**src/rtl/key_pkg.sv**
```systemverilog
// Shared definitions for the UART keyboard front end: event codes,
// decoder FSM states, ASCII constants and the byte-to-event decode helpers.
package key_pkg;

  typedef enum logic [2:0] {
    EV_UP    = 3'd0,
    EV_DOWN  = 3'd1,
    EV_LEFT  = 3'd2,
    EV_RIGHT = 3'd3,
    EV_ENTER = 3'd4,
    EV_SPACE = 3'd5,
    EV_ESC   = 3'd6
  } key_event_e;

  typedef enum logic [1:0] {
    ST_IDLE    = 2'd0,
    ST_GOT_ESC = 2'd1,
    ST_GOT_CSI = 2'd2
  } key_state_e;

  localparam logic [7:0] ASCII_W_LO     = 8'h77;
  localparam logic [7:0] ASCII_S_LO     = 8'h73;
  localparam logic [7:0] ASCII_A_LO     = 8'h61;
  localparam logic [7:0] ASCII_D_LO     = 8'h64;
  localparam logic [7:0] ASCII_W_UP     = 8'h57;
  localparam logic [7:0] ASCII_S_UP     = 8'h53;
  localparam logic [7:0] ASCII_A_UP     = 8'h41;
  localparam logic [7:0] ASCII_D_UP     = 8'h44;
  localparam logic [7:0] ASCII_SPACE    = 8'h20;
  localparam logic [7:0] ASCII_CR       = 8'h0D;
  localparam logic [7:0] ASCII_ESC      = 8'h1B;
  localparam logic [7:0] ASCII_LBRACKET = 8'h5B;
  localparam logic [7:0] ASCII_ARROW_A  = 8'h41;
  localparam logic [7:0] ASCII_ARROW_B  = 8'h42;
  localparam logic [7:0] ASCII_ARROW_C  = 8'h43;
  localparam logic [7:0] ASCII_ARROW_D  = 8'h44;

  typedef struct packed {
    logic       hit;
    key_event_e code;
  } key_decode_t;

  // Single-byte keys seen in IDLE; uppercase WASD only hits when ci is set.
  function automatic key_decode_t decode_plain(input logic [7:0] b, input logic ci);
    key_decode_t r;
    r.hit  = 1'b1;
    r.code = EV_UP;
    case (b)
      ASCII_W_LO:  r.code = EV_UP;
      ASCII_S_LO:  r.code = EV_DOWN;
      ASCII_A_LO:  r.code = EV_LEFT;
      ASCII_D_LO:  r.code = EV_RIGHT;
      ASCII_SPACE: r.code = EV_SPACE;
      ASCII_CR:    r.code = EV_ENTER;
      ASCII_W_UP: begin
        r.code = EV_UP;
        r.hit  = ci;
      end
      ASCII_S_UP: begin
        r.code = EV_DOWN;
        r.hit  = ci;
      end
      ASCII_A_UP: begin
        r.code = EV_LEFT;
        r.hit  = ci;
      end
      ASCII_D_UP: begin
        r.code = EV_RIGHT;
        r.hit  = ci;
      end
      default: r.hit = 1'b0;
    endcase
    return r;
  endfunction

  // Final byte of an ESC [ x arrow sequence.
  function automatic key_decode_t decode_arrow(input logic [7:0] b);
    key_decode_t r;
    r.hit  = 1'b1;
    r.code = EV_UP;
    case (b)
      ASCII_ARROW_A: r.code = EV_UP;
      ASCII_ARROW_B: r.code = EV_DOWN;
      ASCII_ARROW_C: r.code = EV_RIGHT;
      ASCII_ARROW_D: r.code = EV_LEFT;
      default:       r.hit  = 1'b0;
    endcase
    return r;
  endfunction

endpackage

```
**src/rtl/key_event_fifo.sv**
```systemverilog
// Generic DEPTH x WIDTH synchronous FIFO with combinational head read,
// occupancy count and a one-cycle drop flag for pushes refused while full.
module key_event_fifo #(
  parameter int DEPTH = 4,
  parameter int WIDTH = 3
) (
  input  logic                     clk,
  input  logic                     reset,
  input  logic                     push,
  input  logic [WIDTH-1:0]         push_data,
  input  logic                     pop,
  output logic [WIDTH-1:0]         pop_data,
  output logic                     full,
  output logic                     empty,
  output logic [$clog2(DEPTH):0]   count,
  output logic                     drop
);

  localparam int AW = $clog2(DEPTH);
  localparam logic [AW:0] FULL_CNT = (AW+1)'(DEPTH);

  logic [WIDTH-1:0] mem_q [DEPTH];
  logic [AW-1:0]    wr_ptr_q, wr_ptr_d;
  logic [AW-1:0]    rd_ptr_q, rd_ptr_d;
  logic [AW:0]      count_q, count_d;
  logic             push_ok, pop_ok;

  assign empty = (count_q == '0);
  assign full  = (count_q == FULL_CNT);

  // A pop frees the slot the same cycle, so a full FIFO can still take a push
  // when it is also being popped; an empty FIFO never bypasses.
  assign pop_ok  = pop && !empty;
  assign push_ok = push && (!full || pop_ok);
  assign drop    = push && !push_ok;

  assign pop_data = empty ? '0 : mem_q[rd_ptr_q];
  assign count    = count_q;

  always_comb begin
    wr_ptr_d = wr_ptr_q;
    rd_ptr_d = rd_ptr_q;
    count_d  = count_q;
    if (push_ok) begin
      wr_ptr_d = wr_ptr_q + AW'(1);
    end
    if (pop_ok) begin
      rd_ptr_d = rd_ptr_q + AW'(1);
    end
    case ({push_ok, pop_ok})
      2'b10:   count_d = count_q + (AW+1)'(1);
      2'b01:   count_d = count_q - (AW+1)'(1);
      default: count_d = count_q;
    endcase
  end

  always_ff @(posedge clk or posedge reset) begin
    if (reset) begin
      wr_ptr_q <= '0;
      rd_ptr_q <= '0;
      count_q  <= '0;
    end else begin
      wr_ptr_q <= wr_ptr_d;
      rd_ptr_q <= rd_ptr_d;
      count_q  <= count_d;
    end
  end

  always_ff @(posedge clk) begin
    if (push_ok) begin
      mem_q[wr_ptr_q] <= push_data;
    end
  end

endmodule

```
**src/rtl/key_event_queue.sv**
```systemverilog
// UART keyboard front end: edge-detects incoming bytes, decodes WASD/Enter/
// Space and ANSI arrow/ESC sequences with a lone-ESC timeout, and queues events.
module key_event_queue
  import key_pkg::*;
#(
  parameter int DEPTH            = 4,
  parameter int ESC_TIMEOUT      = 50000,
  parameter int CASE_INSENSITIVE = 1
) (
  input  logic                   clk,
  input  logic                   reset,
  input  logic [7:0]             uart_data,
  input  logic                   uart_valid,
  output logic [2:0]             key_code,
  output logic                   key_valid,
  input  logic                   key_ready,
  output logic [$clog2(DEPTH):0] fifo_count,
  output logic                   overflow,
  input  logic                   clear_overflow
);

  localparam int TW = $clog2(ESC_TIMEOUT + 1);
  localparam logic [TW-1:0] TIMER_LAST = TW'(ESC_TIMEOUT - 1);

  logic          uart_valid_q;
  key_state_e    state_q, state_d;
  logic [TW-1:0] timer_q, timer_d;
  logic          overflow_q, overflow_d;

  logic          byte_accept;
  logic          timeout;
  logic          push_valid;
  key_event_e    push_code;
  key_decode_t   plain_dec, arrow_dec;

  logic          fifo_empty, fifo_full, fifo_drop, fifo_pop;

  assign byte_accept = uart_valid && !uart_valid_q;
  assign timeout     = (state_q != ST_IDLE) && (timer_q == TIMER_LAST);
  assign plain_dec   = decode_plain(uart_data, CASE_INSENSITIVE != 0);
  assign arrow_dec   = decode_arrow(uart_data);

  // A byte arriving on the timeout edge takes precedence, hence byte_accept
  // is tested before timeout in every state.
  always_comb begin
    state_d    = state_q;
    push_valid = 1'b0;
    push_code  = EV_ESC;
    case (state_q)
      ST_IDLE: begin
        if (byte_accept) begin
          if (uart_data == ASCII_ESC) begin
            state_d = ST_GOT_ESC;
          end else begin
            push_valid = plain_dec.hit;
            push_code  = plain_dec.code;
          end
        end
      end
      ST_GOT_ESC: begin
        if (byte_accept) begin
          if (uart_data == ASCII_LBRACKET) begin
            state_d = ST_GOT_CSI;
          end else begin
            push_valid = 1'b1;
            push_code  = EV_ESC;
            if (uart_data != ASCII_ESC) begin
              state_d = ST_IDLE;
            end
          end
        end else if (timeout) begin
          push_valid = 1'b1;
          push_code  = EV_ESC;
          state_d    = ST_IDLE;
        end
      end
      ST_GOT_CSI: begin
        if (byte_accept) begin
          push_valid = arrow_dec.hit;
          push_code  = arrow_dec.code;
          state_d    = ST_IDLE;
        end else if (timeout) begin
          state_d = ST_IDLE;
        end
      end
      default: state_d = ST_IDLE;
    endcase
  end

  // Timer counts cycles since the last byte while a sequence is pending.
  always_comb begin
    timer_d = timer_q + TW'(1);
    if (byte_accept || (state_q == ST_IDLE) || timeout) begin
      timer_d = '0;
    end
  end

  always_comb begin
    overflow_d = overflow_q;
    if (fifo_drop) begin
      overflow_d = 1'b1;
    end else if (clear_overflow) begin
      overflow_d = 1'b0;
    end
  end

  always_ff @(posedge clk or posedge reset) begin
    if (reset) begin
      uart_valid_q <= 1'b0;
      state_q      <= ST_IDLE;
      timer_q      <= '0;
      overflow_q   <= 1'b0;
    end else begin
      uart_valid_q <= uart_valid;
      state_q      <= state_d;
      timer_q      <= timer_d;
      overflow_q   <= overflow_d;
    end
  end

  assign fifo_pop  = !fifo_empty && key_ready;
  assign key_valid = !fifo_empty;
  assign overflow  = overflow_q;

  key_event_fifo #(
    .DEPTH (DEPTH),
    .WIDTH (3)
  ) u_fifo (
    .clk       (clk),
    .reset     (reset),
    .push      (push_valid),
    .push_data (push_code),
    .pop       (fifo_pop),
    .pop_data  (key_code),
    .full      (fifo_full),
    .empty     (fifo_empty),
    .count     (fifo_count),
    .drop      (fifo_drop)
  );

endmodule
```
**config.mk**
```make
export PLATFORM = sky130hd
export DESIGN_NAME = key_event_queue
export DESIGN_NICKNAME = d
export VERILOG_FILES = /design/src/rtl/key_pkg.sv /design/src/rtl/key_event_fifo.sv /design/src/rtl/key_event_queue.sv
export SDC_FILE = /design/constraint.sdc
export NUM_CORES = 1
export LEC_CHECK = 0
export CAP_MARGIN = 20
export CORE_MARGIN = 3
export CORE_UTILIZATION = 58
export CTS_BUF_LIST = sky130_fd_sc_hd__clkbuf_16
export CTS_CLUSTER_DIAMETER = 100
export DETAILED_ROUTE_END_ITERATION = 10
export PLACE_DENSITY = 0.79
export SYNTH_ARGS = -nofsm -noshare
export SYNTH_HDL_FRONTEND = slang
export SYNTH_SLANG_ARGS = --single-unit
```
**constraint.sdc**
```tcl
create_clock -name clk -period 7.9 [get_ports clk]
set_clock_uncertainty 0.15 [all_clocks]
set_input_delay 0.79 -clock clk [delete_from_list [all_inputs] [get_ports clk]]
set_output_delay 0.79 -clock clk [all_outputs]
set_load 0.005 [all_outputs]
```
==> impl_metrics.tcl, run 1 <==
set metrics [dict create \
    power.leakage_nw 1.034 \
    cts_buffers 5 \
    start_util_pct 61.87 \
    row_count 21 \
    dpl_cell_area_um2 2360 \
    crit_path_start "uart_data[0]" \
    drive_gt1_share_pct 9.009 \
    fmax_ghz 0.2822 \
    cts_sinks 39 \
    maxCapViolations 0 \
    clk_path_buf_depth 2 \
    finalCritPeriodShare_pct 44.86 \
    final_antenna_net_count 0 \
    rr_startpoint "timer_q[0]" \
    path_cells "clkdlybuf4s50_1, or3_1, a41oi_1, nor3_1, a22oi_4, ha_1, inv_1, fa_1, xor2_1, nor2_1, xor2_1" \
    fin_ws_ns 4.356 \
    path_class "input port to flip-flop" \
    wl_per_cell_um 14.28 \
    syn_area_um2 2130 \
    peakVddDrop_uv 123.6 \
    fin_crit_ns 3.544 \
    syn_area_per_cell_um2 10.81 \
    cts_setup_buffers 0 \
    worst_pin_slew_ns 0.5835 \
    drt_iter0_drc 74 \
    clk_pin_slew_ns 0.06 \
    r2r_slack_ns 4.77 \
    worstSetupEndpoint "u_fifo.count[2]" \
    cp.arrival_ns 3.59 \
    finalHoldViolations 0 \
    crit_cells 11 \
    worstPathRequired_ns 7.95 \
    drt_first_pass_iters 4 \
    reg2reg_depth 11 \
    grt_pass1_vias 1509 \
    critical_path_buf_inv_count 2 \
    multi_input_area_um2 1010 \
    dp_hpwl_mm 2.782 \
    fin_setup_tns_ns 0 \
    grt_first_pass_wirelength_mm 6.672 \
    totalWireLength_mm 3.827 \
    coreArea_um2 3442 \
    rsz0062_at_grt "false" \
    diodes 0 \
    ys_seq_area_share_pct 48.65 \
    viasPerCell 5.638 \
    power.density_nw_per_um2 238.8 \
    yosysUniqueCellTypes 46 \
    fill_cells 242 \
    areaGrowthSynthToFinish_pct 20.15 \
    tritoncts "done" \
    pre_cts_ws_ns 4.146 \
    ys_warn_count 0 \
    vias 1511 \
    grt_max_degree 28 \
    cts_root_buf "clkbuf_16" \
    io_buffers 20 \
    async_flop_share_pct 69.23 \
    path_delay_family "simple AND/OR/NAND/NOR gates" \
    drc 0 \
    final_nets 241 \
    synth_top_flop_cell "dfrtp_1" \
    hp-class "flip-flop to flip-flop" \
    die_y_um 66.60 \
    ff_latch_area_um2 1036 \
    setup_violations 0 \
    die_w_um 66.60 \
    track_usage_pct 19.87 \
    reg2reg_to "u_fifo.count[2]" \
    clock_latency_ns 0.28 \
    overflow 0 \
    hold_buffers 0 \
    synthCells 197 \
    htree_levels 2 \
    cts.repair.resized 0 \
    synth_edf_count 12 \
    crit_path_max_fanout 10 \
    cp_slowest_cell "clkdlybuf4s50_1" \
    ys_ff_latch 39 \
    slew_violations 0 \
    critPathLaunchType "input port" \
    holdPathStages 1 \
    cp_common_cell "xor2_1" \
    status "complete, no violations" \
    synth_fp_nets 217 \
    place_congestion 0.8531 \
    cpPeakStageDelay_ns 0.56 \
    end_kind "flip-flop" \
    antenna_found_initial 0 \
    io_pins 21 \
    die_area_um2 4435 \
    maxSlewHeadroom_pct 61.01 \
    hp-start "timer_q[0]" \
    finalInstanceArea_um2 2559 \
]
report_power, final:
group	switching, W	internal, W	leakage, nW
Sequential	0.0000262	0.000226	0.470
Clock	0.0000766	0.000136	0.0820
Combinational	0.0000571	0.0000888	0.482
Total	0.000160	0.000451	1.03
worst min path at each step:
stage | endpoint
floorplan | timer_q[0]
global placement | timer_q[0]
detailed placement | timer_q[0]
CTS | timer_q[0]
global route | timer_q[0]
finish | timer_q[0]
per-layer routing:
metal	part of all wire, %	wire (µm)	vias to the layer above	track usage, %
li1	-	-	731	-
met1	45	1727	735	25.83
met2	49	1872	36	32.67
met3	4.1	156	9	4.216
met4	1.9	72	0	7.107
met5	0	0	-	0
cell usage after synthesis (2+ instances only):
library cell / n / share of area [%]
inv_1: 15 / 2.6
nand3_1: 6 / 1.4
and2_1: 4 / 1.2
or3_1: 2 / 0.59
nor2_1: 32 / 5.6
xor2_1: 11 / 4.5
and4b_1: 2 / 0.94
and3_1: 5 / 1.5
nand2b_1: 3 / 0.88
ha_1: 6 / 3.5
o21ai_0: 3 / 0.70
dfrtp_1: 27 / 32
clkbuf_1: 3 / 0.53
nand2_1: 8 / 1.4
mux4_2: 3 / 3.2
nor4b_1: 2 / 0.82
nand4_1: 5 / 1.5
nor2b_1: 3 / 0.88
nor3b_1: 2 / 0.70
a41oi_1: 2 / 0.82
nor4bb_1: 3 / 1.4
a21oi_1: 3 / 0.70
xnor2_1: 10 / 4.1
nor3_1: 4 / 0.94
edfxtp_1: 12 / 17
worst reg2reg max path, stage by stage (launching register included):
cell and delay (ns):
dfrtp_1 0.41, ha_1 0.25, and3_1 0.24, a41oi_1 0.41
nor4b_4 0.12, a22oi_4 0.32, ha_1 0.24, inv_1 0.06
fa_1 0.37, xor2_1 0.15, nor2_1 0.15, xor2_1 0.18
cell usage in the layout, fill, tap and decap left out, types with 3 or more instances in the layout:
master           Yosys  layout
clkbuf_16            0       6
nand2_1              8       8
nand3_1              6       6
dfrtp_1             27      27
nor2_1              32      32
and3_1               5       5
clkdlybuf4s50_1      0      20
edfxtp_1            12      12
o21ai_0              3       3
a21oi_1              3       3
mux4_2               3       3
nor2b_1              3       3
xnor2_1             10      10
inv_1               15      15
ha_1                 6       6
xor2_1              11      11
nand4_1              5       5
nor4bb_1             3       3
and2_1               4       4
nand2b_1             3       3
nor3_1               4       4
final cells by class:
cell class              instances  share of cell area (%)
multi-input cells             138                   39.46
clock buffers                   6                   5.868
repair buffers                 22                   9.193
inverters                      15                   2.200
flip-flops and latches         39                   40.49
well taps                      46                   2.249
clock inverters                 2                  0.5379
state kept, by name, indices dropped and copies added (netlist names):
name             cells
u_fifo.wr_ptr_q      2
u_fifo.mem_q        12
u_fifo.rd_ptr_q      2
u_fifo.count         3
state_q              2
timer_q             16
uart_valid_q         1
overflow             1
kinds of logic after synthesis:
logic type                 Yosys count  synth area share (%)
xor gates and xnor gates            21                 8.637
DFF                                 39                 48.65
buffers and inverters               20                 3.936
muxes                                5                 4.347
adders and majority gates            7                 4.465
AOI/OAI and AO/OA                   18                 6.639
and+or+nand+nor                     87                 23.33
per-stage QoR:
stage	util, %	total power (W)	hold WS (ns)	cells
after floorplan	-	0.0003362	0.3047	197
after global placement	68.56	0.0003905	0.3154	258
after detailed placement	68.56	0.0003990	0.3429	258
after CTS	73.32	0.0006118	0.3536	266
after global routing	74.34	0.0006463	0.3918	268
final	74.34	0.0006111	0.3550	268
Note: power is estimated with default switching activity, not from simulation.
==> run 2: changes to the inputs <==
CORE_UTILIZATION = 56   (was 58)
PLACE_DENSITY = 0.77   (was 0.79)
clock period = 3.4 ns   (was 7.9 ns; I/O delays follow)
==> impl_metrics.tcl, run 2 (synthesis results as in run 1) <==
set metrics [dict create \
    status "complete, no violations" \
    power.density_nw_per_um2 533.6 \
    maxCapViolations 0 \
    wl_per_cell_um 14.41 \
    top_register "timer_q" \
    power.total_w 0.001357 \
    worst_pin_slew_ns 0.6329 \
    power.leakage_nw 1.032 \
    areaGrowthSynthToFinish_pct 19.39 \
    totalWireLength_mm 3.876 \
    setup_violations 0 \
    dp_hpwl_mm 2.908 \
    grt_max_degree 28 \
    p_sw_w 0.0003546 \
    final_antenna_net_count 0 \
    io_buffers 20 \
    drc 0 \
    finalCritPeriodShare_pct 90.01 \
    internal-power_w 0.001002 \
    rsz0062_at_grt "false" \
    tritoncts "done" \
    whs_ns 0.1137 \
    pwr-share-seq_pct 42.8 \
    reg2reg_to "u_fifo.count[2]" \
    drt_first_pass_iters 4 \
    cts_root_buf "clkbuf_16" \
    diodes 0 \
    hold_buffers 0 \
    utilization_pct 72.75 \
    antenna_found_initial 0 \
    grt_pass1_vias 1566 \
    layout_commonest_cell "nor2_1" \
    end_kind "flip-flop" \
    die_w_um 67.67 \
    path_class "input port to flip-flop" \
    cts.repair.resized 0 \
    overflow 0 \
    fin_setup_tns_ns 0 \
    worstPathRequired_ns 3.45 \
    coreArea_um2 3495 \
    grt_first_pass_wirelength_mm 6.962 \
    drt_iter0_drc 113 \
    clk_path_buf_depth 2 \
    crit_path_max_fanout 10 \
    final_cell_mix "nor2_1 (32), dfrtp_1 (27), clkdlybuf4s50_1 (20)" \
    critPathLaunchType "input port" \
    finalInstanceArea_um2 2542 \
    cts_sinks 39 \
    htree_levels 2 \
    io_pins 21 \
    final_nets 242 \
    finalHoldViolations 0 \
    viasPerCell 5.714 \
    start_util_pct 60.94 \
    clock_latency_ns 0.28 \
    drive_gt1_share_pct 8.969 \
    pwr-share-comb_pct 25.0 \
    switching_share_pct 26.14 \
    clkPwrFrac_pct 32.2 \
    r2r_slack_ns 0.35 \
    die_y_um 67.67 \
    reg2reg_depth 11 \
    fmax_ghz 0.3268 \
    dpl_cell_area_um2 2367 \
    cts_buffers 5 \
    fill_cells 251 \
    vias 1537 \
    maxSlewHeadroom_pct 57.21 \
    multi_input_area_um2 1010 \
    die_area_um2 4579 \
    slew_violations 0 \
    hp-class "input port to async pin" \
    row_count 21 \
    place_congestion 0.8961 \
    clk_pin_slew_ns 0.06 \
    fin_crit_ns 3.060 \
    rr_startpoint "timer_q[0]" \
    peakVddDrop_uv 276.8 \
    track_usage_pct 20.67 \
    ff_latch_area_um2 1036 \
    cp.arrival_ns 3.11 \
    cts_setup_buffers 0 \
    largest_reg_flops 16 \
]
run 2: changes by cell type in the layout (fill, tap and decap cells not counted):
cell,delta
buf_4,+1
clkbuf_16,-1
clkinv_4,-1
inv_1,+1
inv_4,+1
run 2: layout make-up:
cell class                 count  share of cell area, %
sequential                    39                  40.75
multi-input combinational    138                  39.71
timing repair buffer          23                  9.547
clock buffer                   5                  4.921
tap                           46                  2.264
inverter                      15                  2.215
clock inverter                 3                 0.5906
run 2: per-stage QoR:
step	setup WS [ns]	cells
2_1_floorplan	0.5892	197
3_3_place_gp	0.1745	259
3_5_place_dp	0.06880	259
4_1_cts	0.3354	267
5_1_grt	0.06639	269
6_report	0.3396	269
run 2: critical path, cell delays in order:
cell and delay, ns:
clkdlybuf4s50_1 0.57, or3_1 0.45, a41oi_1 0.28, nor3_1 0.11, a22oi_4 0.29, ha_1 0.24
inv_1 0.06, fa_1 0.37, xor2_1 0.15, nor2_1 0.11, xor2_1 0.15
run 2: power by group through the flow:
| stage | Combinational (W) | Sequential (W) | Clock, W |
|---|---|---|---|
| after detailed placement | 0.000336 | 0.000591 | 0 |
| after floorplan | 0.000210 | 0.000571 | 0 |
| after global placement | 0.000321 | 0.000586 | 0 |
| final | 0.000339 | 0.000580 | 0.000437 |
| after CTS | 0.000341 | 0.000581 | 0.000448 |
| after global routing | 0.000380 | 0.000589 | 0.000471 |
run 2: layer usage:
metal / vias to the layer above / wire (µm) / GRT usage [%]
met2: 38 / 1919 / 33.54
met1: 750 / 1685 / 25.92
met4: 0 / 76 / 9.114
met3: 8 / 195 / 5.324
met5: - / 0 / 0
li1: 741 / - / -
run 2: how the worst max path moves through the flow:
stage	startpoint	to	slack [ns]	cells after the start
global placement	uart_data[0]	u_fifo.count[2]	0.17	11
detailed placement	uart_data[0]	u_fifo.count[2]	0.07	11
floorplan	timer_q[0]	u_fifo.count[2]	0.59	11
global route	uart_data[0]	u_fifo.count[2]	0.07	11
CTS	timer_q[0]	u_fifo.count[2]	0.34	11
finish	uart_data[0]	u_fifo.count[2]	0.34	11
==> run 3: changes to the inputs <==
ABC_AREA = 0   (was default)
==> results of run 3 <==
No change in the layout: final DEF, timing and power equal those of run 2.
